--- src/rtl/cpu_bus_capture_pkg.sv ---
`default_nettype none
// ---------------------------------------------------------------------------
// cpu_bus_pkg: shared types, FSM states and register addresses. Rev 1.0
// ---------------------------------------------------------------------------
package cpu_bus_pkg;

  typedef logic [15:0] cpu_addr_t;
  typedef logic [7:0]  cpu_data_t;

  typedef enum logic [1:0] {
    ST_LOW  = 2'd0,
    ST_HIGH = 2'd1,
    ST_EMIT = 2'd2
  } cap_state_t;

  typedef struct packed {
    logic        rw;
    logic        romsel;
    logic [14:0] addr;
    cpu_data_t   data;
  } bus_sample_t;

  localparam cpu_addr_t REG_8000 = 16'h8000;
  localparam cpu_addr_t REG_5000 = 16'h5000;
  localparam cpu_addr_t REG_5001 = 16'h5001;

  // /ROMSEL is active low, so its inverse restores CPU address bit 15.
  function automatic cpu_addr_t full_addr(input bus_sample_t s);
    return {~s.romsel, s.addr};
  endfunction

endpackage
`default_nettype wire

--- src/rtl/cpu_bus_capture_if.sv ---
`default_nettype none
// ---------------------------------------------------------------------------
// cpu_bus_capture_if: raw cartridge bus inputs and captured event outputs. Rev 1.0
// ---------------------------------------------------------------------------
interface cpu_bus_capture_if;
  import cpu_bus_pkg::*;

  logic        m2;
  logic        romsel;
  logic        cpu_rw_in;
  logic [14:0] cpu_addr_in;
  cpu_data_t   cpu_data;

  logic        wr_valid;
  logic        rd_valid;
  cpu_addr_t   bus_addr;
  cpu_data_t   bus_data;
  logic        m2_high;
  logic        runt_err;
  logic        m2_idle;

  modport master (
    output m2, romsel, cpu_rw_in, cpu_addr_in, cpu_data,
    input  wr_valid, rd_valid, bus_addr, bus_data, m2_high, runt_err, m2_idle
  );

  modport slave (
    input  m2, romsel, cpu_rw_in, cpu_addr_in, cpu_data,
    output wr_valid, rd_valid, bus_addr, bus_data, m2_high, runt_err, m2_idle
  );

endinterface
`default_nettype wire

--- src/rtl/cpu_bus_capture_sync_filter.sv ---
`default_nettype none
// ---------------------------------------------------------------------------
// sync_filter: SYNC_STAGES synchroniser followed by an M2_FILT-sample debounce. Rev 1.0
// ---------------------------------------------------------------------------
module sync_filter #(
  parameter int SYNC_STAGES = 2,
  parameter int M2_FILT     = 2
) (
  input  logic clk,
  input  logic rst_n,
  input  logic din,
  output logic level
);

  localparam int CW = $clog2(M2_FILT + 1);

  logic [SYNC_STAGES-1:0] sync_q;
  logic [CW-1:0]          cnt;
  logic                   level_q;
  logic                   synced;

  assign synced = sync_q[SYNC_STAGES-1];
  assign level  = level_q;

  always_ff @(posedge clk or negedge rst_n) begin
    if (!rst_n) begin
      sync_q <= '0;
    end else begin
      sync_q[0] <= din;
      for (int i = 1; i < SYNC_STAGES; i++) begin
        sync_q[i] <= sync_q[i-1];
      end
    end
  end

  // Any sample agreeing with the current level restarts the run count.
  always_ff @(posedge clk or negedge rst_n) begin
    if (!rst_n) begin
      cnt     <= '0;
      level_q <= 1'b0;
    end else if (synced != level_q) begin
      if (cnt == CW'(M2_FILT - 1)) begin
        level_q <= synced;
        cnt     <= '0;
      end else begin
        cnt <= cnt + 1'b1;
      end
    end else begin
      cnt <= '0;
    end
  end

endmodule
`default_nettype wire

--- src/rtl/cpu_bus_capture.sv ---
`default_nettype none
// ---------------------------------------------------------------------------
// cpu_bus_capture: turns filtered M2 cycles into osc50-domain read/write events.
// Optional M2 idle detector via CPU_M2_IDLE_DETECT_EN. Rev 1.0
// ---------------------------------------------------------------------------
module cpu_bus_capture
  import cpu_bus_pkg::*;
#(
  parameter int SYNC_STAGES  = 2,
  parameter int M2_FILT      = 2,
  parameter int MIN_HIGH     = 6
`ifdef CPU_M2_IDLE_DETECT_EN
  ,
  parameter int IDLE_TIMEOUT = 4096
`endif
) (
  input  logic               osc50,
  input  logic               m2_rst,
  cpu_bus_capture_if.slave   bus
);

  localparam int DEPTH = SYNC_STAGES + M2_FILT;

  logic        m2_high;
  bus_sample_t raw;
  bus_sample_t pipe [DEPTH];
  bus_sample_t aligned;

  cap_state_t  state, state_nxt;
  logic [7:0]  hi_cnt, hi_cnt_nxt;
  bus_sample_t shadow, shadow_nxt;
  logic        wr_q, wr_nxt;
  logic        rd_q, rd_nxt;
  logic        runt_q, runt_nxt;
  cpu_addr_t   addr_q, addr_nxt;
  cpu_data_t   data_q, data_nxt;

  sync_filter #(
    .SYNC_STAGES (SYNC_STAGES),
    .M2_FILT     (M2_FILT)
  ) u_m2_filter (
    .clk   (osc50),
    .rst_n (m2_rst),
    .din   (bus.m2),
    .level (m2_high)
  );

  assign raw = '{rw: bus.cpu_rw_in, romsel: bus.romsel,
                 addr: bus.cpu_addr_in, data: bus.cpu_data};

  // Synchroniser and filter-alignment delay share one shift register.
  always_ff @(posedge osc50 or negedge m2_rst) begin
    if (!m2_rst) begin
      for (int i = 0; i < DEPTH; i++) begin
        pipe[i] <= '0;
      end
    end else begin
      pipe[0] <= raw;
      for (int i = 1; i < DEPTH; i++) begin
        pipe[i] <= pipe[i-1];
      end
    end
  end

  assign aligned = pipe[DEPTH-1];

  always_ff @(posedge osc50 or negedge m2_rst) begin
    if (!m2_rst) begin
      state  <= ST_LOW;
      hi_cnt <= '0;
      shadow <= '0;
      wr_q   <= 1'b0;
      rd_q   <= 1'b0;
      runt_q <= 1'b0;
      addr_q <= '0;
      data_q <= '0;
    end else begin
      state  <= state_nxt;
      hi_cnt <= hi_cnt_nxt;
      shadow <= shadow_nxt;
      wr_q   <= wr_nxt;
      rd_q   <= rd_nxt;
      runt_q <= runt_nxt;
      addr_q <= addr_nxt;
      data_q <= data_nxt;
    end
  end

  always_comb begin
    state_nxt  = state;
    hi_cnt_nxt = hi_cnt;
    shadow_nxt = shadow;
    wr_nxt     = 1'b0;
    rd_nxt     = 1'b0;
    runt_nxt   = 1'b0;
    addr_nxt   = addr_q;
    data_nxt   = data_q;
    case (state)
      ST_LOW: begin
        if (m2_high) begin
          state_nxt  = ST_HIGH;
          hi_cnt_nxt = 8'd1;
          shadow_nxt = aligned;
        end
      end
      ST_HIGH: begin
        if (!m2_high) begin
          state_nxt = ST_EMIT;
        end else begin
          if (hi_cnt != 8'hFF) begin
            hi_cnt_nxt = hi_cnt + 8'd1;
          end
          shadow_nxt = aligned;
        end
      end
      ST_EMIT: begin
        if (hi_cnt >= 8'(MIN_HIGH)) begin
          addr_nxt = full_addr(shadow);
          data_nxt = shadow.data;
          wr_nxt   = ~shadow.rw;
          rd_nxt   = shadow.rw;
        end else begin
          runt_nxt = 1'b1;
        end
        if (m2_high) begin
          state_nxt  = ST_HIGH;
          hi_cnt_nxt = 8'd1;
          shadow_nxt = aligned;
        end else begin
          state_nxt = ST_LOW;
        end
      end
      default: state_nxt = ST_LOW;
    endcase
  end

  assign bus.wr_valid = wr_q;
  assign bus.rd_valid = rd_q;
  assign bus.runt_err = runt_q;
  assign bus.bus_addr = addr_q;
  assign bus.bus_data = data_q;
  assign bus.m2_high  = m2_high;

`ifdef CPU_M2_IDLE_DETECT_EN
  logic        m2_high_d;
  logic [12:0] idle_cnt;

  always_ff @(posedge osc50 or negedge m2_rst) begin
    if (!m2_rst) begin
      m2_high_d <= 1'b0;
      idle_cnt  <= '0;
    end else begin
      m2_high_d <= m2_high;
      if (m2_high != m2_high_d) begin
        idle_cnt <= '0;
      end else if (idle_cnt != 13'h1FFF) begin
        idle_cnt <= idle_cnt + 13'd1;
      end
    end
  end

  assign bus.m2_idle = (idle_cnt >= 13'(IDLE_TIMEOUT));
`else
  assign bus.m2_idle = 1'b0;
`endif

endmodule
`default_nettype wire

--- src/flat_wrapper.sv ---
// flat-port wrapper written by rule: the top's interface ports become plain ports
module cpu_bus_capture_flat import cpu_bus_pkg::*;
#(
  parameter int SYNC_STAGES  = 2,
  parameter int M2_FILT      = 2,
  parameter int MIN_HIGH     = 6

)
  (osc50, m2_rst, bus_m2, bus_romsel, bus_cpu_rw_in, bus_cpu_addr_in, bus_cpu_data, bus_wr_valid, bus_rd_valid, bus_bus_addr, bus_bus_data, bus_m2_high, bus_runt_err, bus_m2_idle);
  cpu_bus_capture_if bus_i ();
  input  logic osc50;
  input  logic m2_rst;
  input wire logic [$bits(bus_i.m2)-1:0] bus_m2;
  input wire logic [$bits(bus_i.romsel)-1:0] bus_romsel;
  input wire logic [$bits(bus_i.cpu_rw_in)-1:0] bus_cpu_rw_in;
  input wire logic [$bits(bus_i.cpu_addr_in)-1:0] bus_cpu_addr_in;
  input wire logic [$bits(bus_i.cpu_data)-1:0] bus_cpu_data;
  output wire logic [$bits(bus_i.wr_valid)-1:0] bus_wr_valid;
  output wire logic [$bits(bus_i.rd_valid)-1:0] bus_rd_valid;
  output wire logic [$bits(bus_i.bus_addr)-1:0] bus_bus_addr;
  output wire logic [$bits(bus_i.bus_data)-1:0] bus_bus_data;
  output wire logic [$bits(bus_i.m2_high)-1:0] bus_m2_high;
  output wire logic [$bits(bus_i.runt_err)-1:0] bus_runt_err;
  output wire logic [$bits(bus_i.m2_idle)-1:0] bus_m2_idle;
  assign bus_i.m2 = bus_m2;
  assign bus_i.romsel = bus_romsel;
  assign bus_i.cpu_rw_in = bus_cpu_rw_in;
  assign bus_i.cpu_addr_in = bus_cpu_addr_in;
  assign bus_i.cpu_data = bus_cpu_data;
  assign bus_wr_valid = bus_i.wr_valid;
  assign bus_rd_valid = bus_i.rd_valid;
  assign bus_bus_addr = bus_i.bus_addr;
  assign bus_bus_data = bus_i.bus_data;
  assign bus_m2_high = bus_i.m2_high;
  assign bus_runt_err = bus_i.runt_err;
  assign bus_m2_idle = bus_i.m2_idle;
  cpu_bus_capture #(.SYNC_STAGES(SYNC_STAGES), .M2_FILT(M2_FILT), .MIN_HIGH(MIN_HIGH)) u_core (.osc50(osc50), .m2_rst(m2_rst), .bus(bus_i));
endmodule
--- config.mk ---
export PLATFORM = sky130hd
export DESIGN_NAME = cpu_bus_capture_flat
export DESIGN_NICKNAME = d
export VERILOG_FILES = /design/src/rtl/cpu_bus_capture_pkg.sv /design/src/rtl/cpu_bus_capture_if.sv /design/src/rtl/cpu_bus_capture_sync_filter.sv /design/src/rtl/cpu_bus_capture.sv /design/src/flat_wrapper.sv
export SDC_FILE = /design/constraint.sdc
export NUM_CORES = 1
export LEC_CHECK = 0
export ABC_AREA = 1
export ABC_CLOCK_PERIOD_IN_PS = 1370
export CAP_MARGIN = 5
export CORE_ASPECT_RATIO = 0.5
export CORE_MARGIN = 1.5
export CORE_UTILIZATION = 30
export DETAILED_ROUTE_END_ITERATION = 8
export PLACE_DENSITY = 0.53
export SETUP_SLACK_MARGIN = 0.4
export SYNTH_ARGS = -nofsm -noshare
export SYNTH_HDL_FRONTEND = slang
export SYNTH_SLANG_ARGS = --single-unit
--- constraint.sdc ---
create_clock -name osc50 -period 1.37 [get_ports osc50]
set_clock_uncertainty 0.05 [all_clocks]
set_input_delay 0.274 -clock osc50 [delete_from_list [all_inputs] [get_ports osc50]]
set_output_delay 0.274 -clock osc50 [all_outputs]
set_load 0.01 [all_outputs]
==> reports/qor.csv <==
metric,value,unit
Syn Nets,437,
Critical Path Slowest Stage Cell,dfrtp_2,
max_cap viols,0,
fin nets,577,
minimum clock period,1.51,ns
Ant. Diodes,0,
largest family of logic cells by synthesized area,simple AND/OR/NAND/NOR gates,
wire length on met3,240,um
first-pass detailed-route iteration total,4,
vias per cell,3.98,
Fin. Hold Viols,0,
# rows,34,
Worst setup EP type,flop,
Die Width,194,um
critical-path cell list,ha_4 -> nand2_2 -> nand3_2 -> nor2_4 -> nor2_8 -> inv_8 -> buf_12 -> nand2_4 -> nand2_2,
vias in the first global route,3297,
Post-DP HPWL,5730,um
clk buf depth,2,
GR Util All Layers,11.8,%
antenna violations before repair,0,
clock net sink count,167,
Post-DRT Antenna Nets,0,
Post-Synthesis Cells,407,
CTS Root Cell,clkbuf_16,
Synth Register Bits,167,
Unique masters post-synth,31,
"Reg clk slew, reported paths",0.07,ns
Synth area leader,dfrtp_1,
dpl cell area,0.00658,mm^2
clk_lat worst skew,0.41,ns
final instance area,0.00806,mm^2
RSZ-0062 raised after global routing,true,
first-pass GRT wire length,17100,um
f_max,664,MHz
wire per inst,13.1,um
CTS tree,done,
Max Used Layer,met4,
Placer Congestion,0.765,
Worst Path Required,1.67,ns
Final WS setup,-0.135,ns
Hold WS,0.239,ns
status,"finished, violations left",
fin. max-slew vios,0,
PortBufs,55,
largest net degree at the start of global routing,44,
via count,3151,
TritonCTS Buffers,17,
Synth Area in Compound Gates,1.46,%
Crit path arrival time,1.80,ns
core area,0.0177,mm^2
Synth Cell Area,0.00549,mm^2
Syn Area/Cell,13.5,um^2
Post-Synth Adder-Cell Area,0.456,%
Boundary Pins,57,
critical path class,flop to flop,
Synth Warn #,0,
Layout fillers,1540,
min-delay worst type,input port to flop,
Max IR drop VDD,0.000922,V
DIE AREA,0.0192,mm^2
"Period Utilization, post-route",110,%
Area Growth Syn to Fin,46.8,%
Worst path max stage delay,0.46,ns
Starting Density,31.1,%
number of DRC markers in iteration 0,129,
final wirelength,10400,um
share of the yosys chip area belonging to registers,76.2,%
failing checks,negative setup slack,
Crit path top cell by count,nand2_2,
startpoint type of the worst setup path,flop,
met1 WL,4820,um
"delay-heaviest family, CP",simple AND/OR/NAND/NOR gates,
post-synth top area share,76.2,%
H-tree Lvls,4,
met2 WL,5240,um
simple logic cell fraction of the synthesized area,18.3,%
Power Dens Cells,1910,mW/mm^2
multiplexer share of the synthesized area,0.182,%
drt drc,0,
Final Setup Violations,29,
Die H,98.6,um
critical-path maximum fanout,8,
Synth Area in XOR/XNOR,0.160,%
P_leak,3.93,nW
grt ovf,0,
synth top area cells,"dfrtp_1 (76%), nand2_1 (8.8%), nand2_4 (3.7%)",
Worst Path Buf+Inv,2,
share of layout cells above drive strength 1,50.2,%
==> state kept, by name, indices dropped and copies added (netlist names), 2 cells and up <==
signal,count
u_core.pipe,75
u_core.aligned,25
u_core.shadow,25
u_core.bus.bus_addr,16
u_core.bus.bus_data,8
u_core.hi_cnt,8
u_core.state,2
u_core.u_m2_filter.cnt,2
u_core.u_m2_filter.sync_q,2
==> path summary, 6_finish.rpt <==
check,startpoint,end,slack [ns],cells after the start
max in group asynchronous,m2_rst,u_core.aligned[13],0.50,3
worst min-delay path,bus_m2,u_core.u_m2_filter.sync_q[0],0.24,1
worst max register to register,u_core.hi_cnt[1],u_core.bus.bus_addr[11],-0.14,9
worst max-delay path,u_core.hi_cnt[1],u_core.bus.bus_addr[11],-0.14,9
worst min register to register,u_core.pipe[33],u_core.aligned[8],0.30,0
min in group asynchronous,m2_rst,u_core.aligned[4],0.26,2
==> through the flow <==
stage	setup WS [ns]	TNS, ns	utilization (%)	power [mW]	cells
2_1_floorplan	-0.0309	-0.600	-	7.54	407
3_3_place_gp	-0.0560	-1.30	37.3	8.34	714
3_5_place_dp	-0.106	-2.56	37.3	8.38	714
4_1_cts	-0.104	-2.13	43.6	14.8	780
5_1_grt	-0.190	-4.97	45.6	16.2	792
6_report	-0.135	-2.97	45.6	15.4	792
==> routing by layer <==
metal / up-vias / global-route usage [%]
met5: - / 0
met3: 4 / 2.98
li1: 1537 / -
met1: 1579 / 15.2
met2: 31 / 18.9
met4: 0 / 5.41
==> cells in the mapped netlist <==
cell type	n
clkbuf_1	1
o21ai_2	2
nor2_8	1
xnor2_1	1
o21ai_0	3
mux2i_1	1
a21boi_0	1
nor2_4	3
nor2_1	9
buf_12	2
or2_2	1
nand2_4	18
nand3_1	8
ha_1	2
buf_2	4
nor3_1	1
dfrtp_1	167
nand2_1	128
nand3_4	1
buf_6	3
buf_4	2
o21ai_1	5
nand3_2	2
o21bai_1	2
nor2_2	1
nand3b_1	1
inv_8	1
conb_1	1
nand2_2	21
inv_1	10
inv_2	4
==> cells by family (layout without fill, tap and decap cells) <==
logic type | count (synthesis) | in the layout
buf+inv | 27 | 177
flops | 167 | 167
xor+xnor | 1 | 1
other cells | 1 | 1
simple gates | 195 | 196
mux | 1 | 1
fa+ha+maj | 2 | 2
compound gates | 13 | 13
==> worst register-to-register path, delay by kind of cell (launching register included) <==
family	cells	cell delay, ns
flip-flops	1	0.46
adder cells (fa/ha/maj)	1	0.18
buffers and inverters	2	0.26
AND/OR/NAND/NOR	6	0.49
==> final cells by class <==
| cell class | count | area, um^2 | area share (%) |
|---|---|---|---|
| sequential | 167 | 4180 | 51.9 |
| timing repair buffer | 132 | 1380 | 17.1 |
| clock buffer | 18 | 429 | 5.33 |
| multi-input combinational | 214 | 1590 | 19.7 |
| inverter | 15 | 76.3 | 0.947 |
| clock inverter | 12 | 114 | 1.41 |
| tap | 234 | 293 | 3.63 |
==> where the power goes <==
part	switching, mW	internal, mW	leakage [nW]
Sequential	0.525	5.64	2.03
Combinational	2.32	2.51	1.64
Clock	2.00	2.37	0.262
Total	4.84	10.5	3.93
==> repair_timing <==
action	in CTS	in global routing
hold buffers	1	0
cloned	7	1
endpoints found under the setup margin	89	181
endpoints found under the hold margin	51	0
pin swaps	31	34
setup buffers	28	11
resized for setup	203	71
==> placed cells by master (no fill, tap or decap), drive strengths merged, types with 4 or more instances in the layout <==
master	n
inv	21
nor2	14
nand2	168
clkdlybuf4s50	26
clkinv	4
dfrtp	167
clkbuf	19
nand3	11
o21ai	10
buf	104
(Power assumes the default switching activity.)
